==> config.mk <==
export PLATFORM = sky130hd
export DESIGN_NAME = ahb_input_stage_hold
export DESIGN_NICKNAME = d
export VERILOG_FILES = /design/src/rtl/ahb_input_stage_hold.sv
export SDC_FILE = /design/constraint.sdc
export NUM_CORES = 1
export LEC_CHECK = 0
export CAP_MARGIN = 5
export CORE_MARGIN = 1.5
export CORE_UTILIZATION = 35
export CTS_BUF_LIST = sky130_fd_sc_hd__clkbuf_4
export CTS_CLUSTER_DIAMETER = 50
export DETAILED_ROUTE_END_ITERATION = 12
export PLACE_DENSITY_LB_ADDON = 0.1
export REMOVE_ABC_BUFFERS = 1
export SYNTH_ARGS = -nofsm -noshare
export SYNTH_HDL_FRONTEND = slang
export SYNTH_SLANG_ARGS = --single-unit
==> constraint.sdc <==
create_clock -name HCLK -period 1.8 [get_ports HCLK]
set_clock_uncertainty 0.15 [all_clocks]
set_input_delay 0.18 -clock HCLK [delete_from_list [all_inputs] [get_ports HCLK]]
set_output_delay 0.18 -clock HCLK [all_outputs]
set_load 0.01 [all_outputs]
==> src/rtl/ahb_input_stage_hold.sv <==
`default_nettype none
// ============================================================================
// Module  : ahb_input_stage_hold
// Brief   : Bus-matrix input port front end; presents master address phases
//           to the output stage, holding and stalling when not yet accepted.
// Revision: 1.0 - initial release
// ============================================================================
module ahb_input_stage_hold #(
  parameter int ADDR_WIDTH = 32,
  parameter int MID_WIDTH  = 4
) (
  input  logic                  HCLK,
  input  logic                  HRESET,
  input  logic                  HSELS,
  input  logic [ADDR_WIDTH-1:0] HADDRS,
  input  logic [1:0]            HTRANSS,
  input  logic                  HWRITES,
  input  logic [2:0]            HSIZES,
  input  logic [2:0]            HBURSTS,
  input  logic [3:0]            HPROTS,
  input  logic [MID_WIDTH-1:0]  HMASTERS,
  input  logic                  HMASTLOCKS,
  input  logic                  HREADYS,
  output logic                  HREADYOUTS,
  output logic                  HRESPS,
  input  logic                  active_ip,
  input  logic                  readyout_ip,
  input  logic                  resp_ip,
  output logic                  sel_ip,
  output logic [ADDR_WIDTH-1:0] addr_ip,
  output logic [1:0]            trans_ip,
  output logic                  write_ip,
  output logic [2:0]            size_ip,
  output logic [2:0]            burst_ip,
  output logic [3:0]            prot_ip,
  output logic [MID_WIDTH-1:0]  master_ip,
  output logic                  mastlock_ip,
  output logic                  held_tran_ip
);

  typedef struct packed {
    logic                  sel;
    logic [ADDR_WIDTH-1:0] addr;
    logic [1:0]            trans;
    logic                  write;
    logic [2:0]            size;
    logic [2:0]            burst;
    logic [3:0]            prot;
    logic [MID_WIDTH-1:0]  master;
    logic                  mastlock;
  } ctrl_t;

  localparam logic [1:0] C_TRANS_NONSEQ = 2'b10;
  localparam logic [1:0] C_TRANS_SEQ    = 2'b11;

  ctrl_t hold_q, hold_d;
  ctrl_t live;
  logic  pend_q, pend_d;
  logic  data_ph_q, data_ph_d;
  logic  trans_valid;
  logic  grant;
  logic  launch;

  always_comb begin
    live.sel      = HSELS;
    live.addr     = HADDRS;
    live.trans    = HTRANSS;
    live.write    = HWRITES;
    live.size     = HSIZES;
    live.burst    = HBURSTS;
    live.prot     = HPROTS;
    live.master   = HMASTERS;
    live.mastlock = HMASTLOCKS;
  end

  always_comb begin
    trans_valid = HSELS & HTRANSS[1] & HREADYS;
    grant       = active_ip & readyout_ip;
    launch      = (trans_valid | pend_q) & grant;

    // The master is stalled while pend is set, so the captured transfer
    // must not be overwritten until it has been issued.
    hold_d = hold_q;
    if (trans_valid && !pend_q) begin
      hold_d = live;
    end

    pend_d = pend_q;
    if (pend_q && grant) begin
      pend_d = 1'b0;
    end else if (trans_valid && !grant) begin
      pend_d = 1'b1;
    end

    data_ph_d = data_ph_q;
    if (readyout_ip) begin
      data_ph_d = launch;
    end
  end

  always_ff @(posedge HCLK or posedge HRESET) begin
    if (HRESET) begin
      hold_q    <= '0;
      pend_q    <= 1'b0;
      data_ph_q <= 1'b0;
    end else begin
      hold_q    <= hold_d;
      pend_q    <= pend_d;
      data_ph_q <= data_ph_d;
    end
  end

  always_comb begin
    sel_ip      = HSELS & HREADYS;
    addr_ip     = live.addr;
    trans_ip    = live.trans;
    write_ip    = live.write;
    size_ip     = live.size;
    burst_ip    = live.burst;
    prot_ip     = live.prot;
    master_ip   = live.master;
    mastlock_ip = live.mastlock;
    if (pend_q) begin
      sel_ip      = hold_q.sel;
      addr_ip     = hold_q.addr;
      // A held SEQ is re-issued as NONSEQ since the output stage may have
      // been switched to another master in the meantime.
      trans_ip    = (hold_q.trans == C_TRANS_SEQ) ? C_TRANS_NONSEQ : hold_q.trans;
      write_ip    = hold_q.write;
      size_ip     = hold_q.size;
      burst_ip    = hold_q.burst;
      prot_ip     = hold_q.prot;
      master_ip   = hold_q.master;
      mastlock_ip = hold_q.mastlock;
    end

    held_tran_ip = (pend_q | trans_valid) & ~HRESET;

    HREADYOUTS = 1'b1;
    if (pend_q) begin
      HREADYOUTS = 1'b0;
    end else if (data_ph_q) begin
      HREADYOUTS = readyout_ip;
    end

    HRESPS = data_ph_q ? resp_ip : 1'b0;
  end

  a_no_pend_in_data : assert property (@(posedge HCLK) disable iff (HRESET)
    !(pend_q && data_ph_q));

endmodule
`default_nettype wire
# Yosys cells after proc, flatten, opt, wreduce, memory -nomap -nowiden
# Cells that the tools add are included.
[word_totals]
out_inout_bits = 54
word_cells = 41
input_bits = 57
ff_bits = 53
[op_classes]
eq_ne = 1
muxes = 15
n_reduce_logical = 6
bitwise_logic = 8
[ops]
columns = ["operator", "count"]
rows = [
  ["$mux W32", 1],
  ["$mux W1", 8],
  ["$mux W4", 2],
  ["$and A1 B1 Y1", 6],
  ["$mux W3", 2],
  ["$mux W2", 2],
  ["$logic_and A1 B1 Y1", 3],
  ["$eq A2 B2 Y1 const B", 1],
  ["$logic_not A1 Y1", 2],
  ["$reduce_bool A2 Y1", 1],
  ["$not A1 Y1", 1],
  ["$or A1 B1 Y1", 1],
]

# Depth between registers and ports, before layout
# Gate-level depths: netlist of the first run.
[logic_depth]
ltp_word = 5
ltp_mapped = 4
ltp_nobuf = 2

# Worst setup path before layout of the first run
# Ideal clock, no wire load.
[synth_timing]
kind = "register -> output"
from = "register pend_q"
to = "output addr_ip[0]"
path_slack_ns = 0.375
arrival_time_ns = 1.095
t_required_ns = 1.470
stages_incl_launch_ff = 4
cell_sequence = "dfrtp_1 > buf_2 > buf_2 > mux2_2"
[synth_between]
elab_chain_cells = 1
[synth_lines]
columns = ["element", "line", "text"]
rows = [
  ["start: declaration", "58", "logic pend_q, pend_d;"],
  ["start signal: assignment", "108", "pend_q <= pend_d;"],
  ["$mux W32", "123", "if (pend_q) begin"],
  ["end: declaration", "30", "output logic [ADDR_WIDTH-1:0] addr_ip,"],
]
# Every way passes these cells.

# Final worst setup path of the first run
[layout_timing]
from = "register pend_q"
to = "output prot_ip[1]"
[layout_between]
elab_chain_cells = 1
[layout_lines]
columns = ["element", "line", "text"]
rows = [
  ["$mux W4", "123", ""],
  ["end: declaration", "35", "output logic [3:0] prot_ip,"],
]
# Every way passes these cells.

==> impl_metrics.toml, run 1 <==
[worst_setup_path]
critPathTopFamily = "flip-flops"
startpoint_type = "flip-flop"
crit_fanout = 7
cp_slowest_cell = "dfrtp_2"
r2r_start = "pend_q"
rr_worst_depth = 5
r2r-end = "hold_q[36]"
slowest_delay_ns = 0.46
endpoint_kind = "primary output"
cp_num_buf_inv = 3
worstPathRequired_ns = 1.47
critPathMostFrequentCell = "buf_12"
crit_chain = "buf_12, buf_12, mux2_4, buf_6"
setup.worst_path.class = "flip-flop to primary output"
r2r_slack_ns = 0.09
critPathArrivalTime_ns = 1.56

[grt]
grt_pass1_wl_um = 10500
grt_pass1_vias = 2075
gr-total-overflow = 0
antenna_found_initial = 0
grt_max_degree = 29
grtUsageTotal_pct = 16.4

[floorplanning]
placementRows = 31
die-area_um2 = 8120
start_util_pct = 36.4
core_area_um2 = 7290
io_pins = 111
dieWidth_um = 90.1
die_y_um = 90.1

[pwr]
power_mw = 3.76
ir_drop_mv = 0.393
internal-power_mw = 2.75
clkPwrFrac_pct = 17.4
swShare_pct = 26.8
p_leak_nw = 2.00
seq_power_share_pct = 42.2
p_comb_share_pct = 40.4
p_sw_mw = 1.01
power_density_nw_per_um2 = 852

[sta]
slew_headroom_pct = 75.7
finalWorstPathRequiredPeriod_ns = 1.89
finalHoldViolCount = 0
max_freq_ghz = 0.529
worst_slew_pin_slew_ns = 0.364
drv_slew = 0
setup-violations-final = 49
setup_ws_ns = -0.0892
rsz0062_at_grt = "true"
fin_crit_sh_pct = 105
tns_ns = -3.34

[drt]
antenna_left = 0
via_per_inst = 4.71
drc = 0
firstDrtPassIters = 4
wl_um = 6490
wl_per_cell_um = 16.0
vias = 1911
drt-initial-drc-count = 24

[yosys]
synth_commonest_cells = "94 x mux2_2, 53 x dfrtp_1, 6 x buf_2"
synth_flop_cell = "dfrtp_1"
ys_seq_area_share_pct = 50.0
synth.distinct_cells = 16
synth_area_per_cell_um2 = 14.8
synth_edf_count = 0
ys_seq_elements = 53
yosys.area.top_type = "dfrtp_1"
async_flop_share_pct = 100
yosys-top-cells-area = "dfrtp_1 50%, mux2_2 40%, clkbuf_8 2.6%"
netlist_instances = 180
synthesis.area_um2 = 2660
synth_top_area_share_pct = 50.0
yosys_warnings = 0
yosysMostFrequentCell = "mux2_2"

[final_layout]
drive_gt1_share_pct = 61.2
area_delta_synth_final_pct = 66.0
fin_util_pct = 60.4
nets = 364
antennaDiodeCount = 0

[clocking]
cts_tree = "done"
clk_latency_ns = 0.36
clk_pin_slew_ns = 0.15
root_buffer = "clkbuf_4"
cts_made_buffers = 5
cts_sinks = 53
cts_buffer_depth = 2
htree_num_levels = 2
postCtsHoldBufs = 0

[outcome]
failed_checks = "setup timing"
status = "finished, violations left"

[placement]
portBuffers = 110
gp_congestion = 0.710
pre_cts_slack_ns = -0.184
place_hpwl_um = 4090

[min_path]
hold_path_class = "input port to asynchronous set/reset pin"

[job]
drv_cap = 0
## worst min-delay path, stage by stage
cell and delay, ns:
clkdlybuf4s50_1 0.44, inv_2 0.07, buf_4 0.30
## cells in the final DEF (no fill, tap or decap)
cell type,synthesis,final
o2bb2ai_1,1,1
buf_6,0,56
buf_12,0,7
inv_1,3,2
dlymetal6s2s_1,0,1
buf_16,0,2
mux2_2,94,59
dfrtp_2,0,1
or2b_1,2,2
bufinv_16,0,1
and2_1,1,1
nor2_1,1,1
clkinv_2,0,1
o22ai_4,0,1
buf_4,0,5
dfrtp_1,53,52
buf_2,6,3
nand2_1,4,2
clkbuf_4,0,5
clkbuf_16,0,1
inv_2,0,1
a21oi_1,2,1
o21ai_2,0,1
nand2_2,0,1
clkdlybuf4s50_1,0,56
nand2_4,0,1
nand4b_4,1,1
a31oi_4,0,1
a21oi_2,0,1
mux2_4,4,39
## what timing repair did
item                                    in CTS  in global routing
buffers inserted                            10                  0
cloned                                       4                  1
resized for setup                          276                 46
pin swaps                                    1                  0
endpoints found under the setup margin      53                102
## sequential cells by signal (all words and copies together) (netlist names)
signal	cells
hold_q	51
data_ph_q	1
pend_q	1
## cell type report
| class | count | area, um2 |
|---|---|---|
| clock buffer | 5 | 37.5 |
| clock inverter | 2 | 35.0 |
| fill | 603 | 2880 |
| inverter | 3 | 11.3 |
| multi-input combinational | 113 | 1400 |
| sequential | 53 | 1330 |
| tap | 99 | 124 |
| timing repair buffer | 131 | 1480 |
## through the flow
step           instances  hold slack, ns  cell area, um2
2_1_floorplan        169           0.117            2560
3_3_place_gp         388           0.320            3910
3_5_place_dp         388           0.332            3910
4_1_cts              409          0.0364            4290
5_1_grt              406          0.0617            4410
6_report             406          0.0392            4410
## cell families (layout without fill, tap and decap cells)
family / count (synthesis) / count (layout) / synth area share (%)
AOI/OAI and AO/OA: 6 / 6 / 1.37
buffers and inverters: 14 / 141 / 4.15
DFF: 53 / 53 / 50.0
muxes: 98 / 98 / 42.1
and+or+nand+nor: 9 / 9 / 2.40
## metal layers
metal | track usage (%) | part of all wire [%]
met1 | 20.1 | 42
met5 | 0 | 0
met3 | 4.31 | 5.8
met2 | 28.5 | 51
met4 | 4.50 | 1.5
## power by group through the flow
stage | clock network [mW] | logic (mW) | registers [mW]
floorplan | 0 | 0.617 | 1.59
global placement | 0 | 1.23 | 1.59
detailed placement | 0 | 1.24 | 1.60
CTS | 0.688 | 1.45 | 1.57
global route | 0.730 | 1.62 | 1.62
finish | 0.653 | 1.52 | 1.59
## how the worst max path moves through the flow
stage | start | to | slack [ns] | cells after the start
6_report | pend_q | prot_ip[1] | -0.09 | 4
5_1_grt | pend_q | addr_ip[20] | -0.14 | 4
4_1_cts | pend_q | prot_ip[3] | -0.18 | 5
3_5_place_dp | HSELS | held_tran_ip | -0.18 | 4
3_3_place_gp | HSELS | held_tran_ip | -0.17 | 4
2_1_floorplan | pend_q | hold_q[0] | -0.94 | 2
Note: power is estimated with default switching activity, not from simulation.
==> inputs of run 2 (changes only) <==
--- a/config.mk
+++ b/config.mk
@@ -6,4 +6,5 @@
 export NUM_CORES = 1
 export LEC_CHECK = 0
+export ABC_CLOCK_PERIOD_IN_PS = 1800
 export CAP_MARGIN = 5
 export CORE_MARGIN = 1.5
--- a/constraint.sdc
+++ b/constraint.sdc
@@ -3,3 +3,3 @@
 set_input_delay 0.18 -clock HCLK [delete_from_list [all_inputs] [get_ports HCLK]]
 set_output_delay 0.18 -clock HCLK [all_outputs]
-set_load 0.01 [all_outputs]
+set_load 0.1 [all_outputs]
==> run 2 against run 1 <==
Against the previous run:
- the flow still finishes with violations (setup timing)
- critical path type unchanged
- die area did not move
- critical endpoint is now addr_ip[25]
- cell count did not move
- critical path depth did not move
- fmax fell by 3.2%
- worst setup slack got worse by 0.063 ns
- core utilization rose by 7.2 points
- final area rose by 12%
- combinational power rose by 110%
- global-route usage rose by 0.66 points
- power rose by 42%
- non-clock buffer count fell by 1
- largest cell class unchanged
- sequential share of layout area fell by 3.2 points
==> impl_metrics.toml, run 2 (same netlist as run 1, synthesis figures left out) <==
[placement]
dp.cells = 389
placed_area_um2 = 4470
gp_congestion = 0.731
portBuffers = 110
place_hpwl_um = 4610

[final_layout]
regMostFlops = "hold_q"
final_cells = 406
n_fill_cell = 524
area_delta_synth_final_pct = 85.9
final_area_um2 = 4940
drive_gt1_share_pct = 60.6
biggestRegsByFlops = "hold_q x51, data_ph_q x1, pend_q x1"
largest_reg_flops = 51
fin_util_pct = 67.7
layout_common_cells = "63 x buf_12, 56 x clkdlybuf4s50_1, 52 x mux2_2, 52 x dfrtp_1, 46 x mux2_4"
nets = 363
mostFrequentLayoutCell = "buf_12"
antennaDiodeCount = 0

[drt]
drc = 0
via_per_inst = 4.68
wl_per_cell_um = 16.8
firstDrtPassIters = 4
drt-initial-drc-count = 30
vias = 1901
wl_um = 6840
antenna_left = 0

[floorplanning]
core_area_um2 = 7290
start_util_pct = 36.4
io_pins = 111
die_y_um = 90.1
placementRows = 31
dieWidth_um = 90.1
die-area_um2 = 8120

[sta]
tns_ns = -7.01
rsz0062_at_grt = "true"
max_freq_ghz = 0.512
setup-violations-final = 53
slew_headroom_pct = 75.1
setup_ws_ns = -0.152
finalHoldViolCount = 0
fin_crit_sh_pct = 108
finalWorstPathRequiredPeriod_ns = 1.95
worst_slew_pin_slew_ns = 0.372
drv_slew = 0

[clocking]
cts_made_buffers = 5
cts_sinks = 53
htree_num_levels = 2
cts_tree = "done"
clk_pin_slew_ns = 0.15
cts_buffer_depth = 2
root_buffer = "clkbuf_4"
clk_latency_ns = 0.35

[worst_setup_path]
critical_path.startpoint = "pend_q"
critPathTopFamily = "buffers and inverters"
cp_num_buf_inv = 3
worstPathRequired_ns = 1.47
r2r_start = "pend_q"
crit_fanout = 6
crit_chain = "buf_4, clkbuf_16, mux2_4, buf_12"
setup.worst_path.class = "flip-flop to primary output"
slowest_delay_ns = 0.46
cp_slowest_cell = "dfrtp_2"
endpoint_kind = "primary output"
startpoint_type = "flip-flop"
critPathArrivalTime_ns = 1.62

[grt]
grt_max_degree = 29
grt_pass1_vias = 2112
grt_pass1_wl_um = 11000
grtUsageTotal_pct = 17.1
antenna_found_initial = 0
gr-total-overflow = 0

[job]
drv_cap = 0

[outcome]
status = "finished, violations left"
failed_checks = "setup timing"

[pwr]
p_leak_nw = 2.18
ir_drop_mv = 0.611
power_density_nw_per_um2 = 1080

[min_path]
min-delay-start = "active_ip"
hold_path_class = "input port to flip-flop"
run 2: stage by stage:
step | power (mW) | setup slack (ns) | hold slack, ns
finish | 5.33 | -0.152 | 0.241
global route | 5.54 | -0.207 | 0.244
CTS | 5.27 | -0.162 | 0.223
detailed placement | 4.59 | 0.0837 | 0.302
global placement | 4.55 | 0.0974 | 0.299
floorplan | 3.51 | -1.86 | 0.117
run 2: routing by layer:
metal  vias up  wire (um)  track usage [%]
met4         0         81             4.23
li1        896          -                -
met1       934       2860             20.6
met2        64       3510             30.4
met3         7        393             4.15
met5         -          0                0
run 2: area by class of cell:
cell class	count	area (um2)	share of cell area, %
Multi-Input combinational cell	113	1440	29.1
Clock buffer	5	37.5	0.760
Inverter	3	11.3	0.228
Tap cell	99	124	2.51
Clock inverter	3	12.5	0.253
Sequential cell	53	1330	26.9
Timing Repair Buffer	130	1990	40.2
run 2: power by group:
part           switching, mW  internal, mW  total (mW)
logic                   1.83          1.41        3.24
clock network          0.360         0.143       0.502
registers              0.135          1.46        1.59
total                   2.32          3.01        5.33
run 2: final timing paths:
check / endpoint / slack (ns) / cells after the start
setup / recovery: addr_ip[25] / -0.15 / 4
hold / removal: data_ph_q / 0.24 / 3
setup reg to reg: hold_q[36] / 0.17 / 4
hold reg to reg: hold_q[50] / 0.33 / 1
max in group asynchronous: hold_q[43] / 0.38 / 4
min in group asynchronous: data_ph_q / 0.62 / 3
run 2: timing repair:
item	4_1_cts	5_1_grt
gates cloned	3	2
hold buffers	1	0
endpoints found under the setup margin	52	53
buffers inserted	2	2
hold endpoints to repair	14	0
gates resized for setup	37	29
run 2: worst min-delay path, cell delays in order:
cell and delay, ns:
clkdlybuf4s50_1 0.42, nand2_1 0.07, o2bb2ai_1 0.05
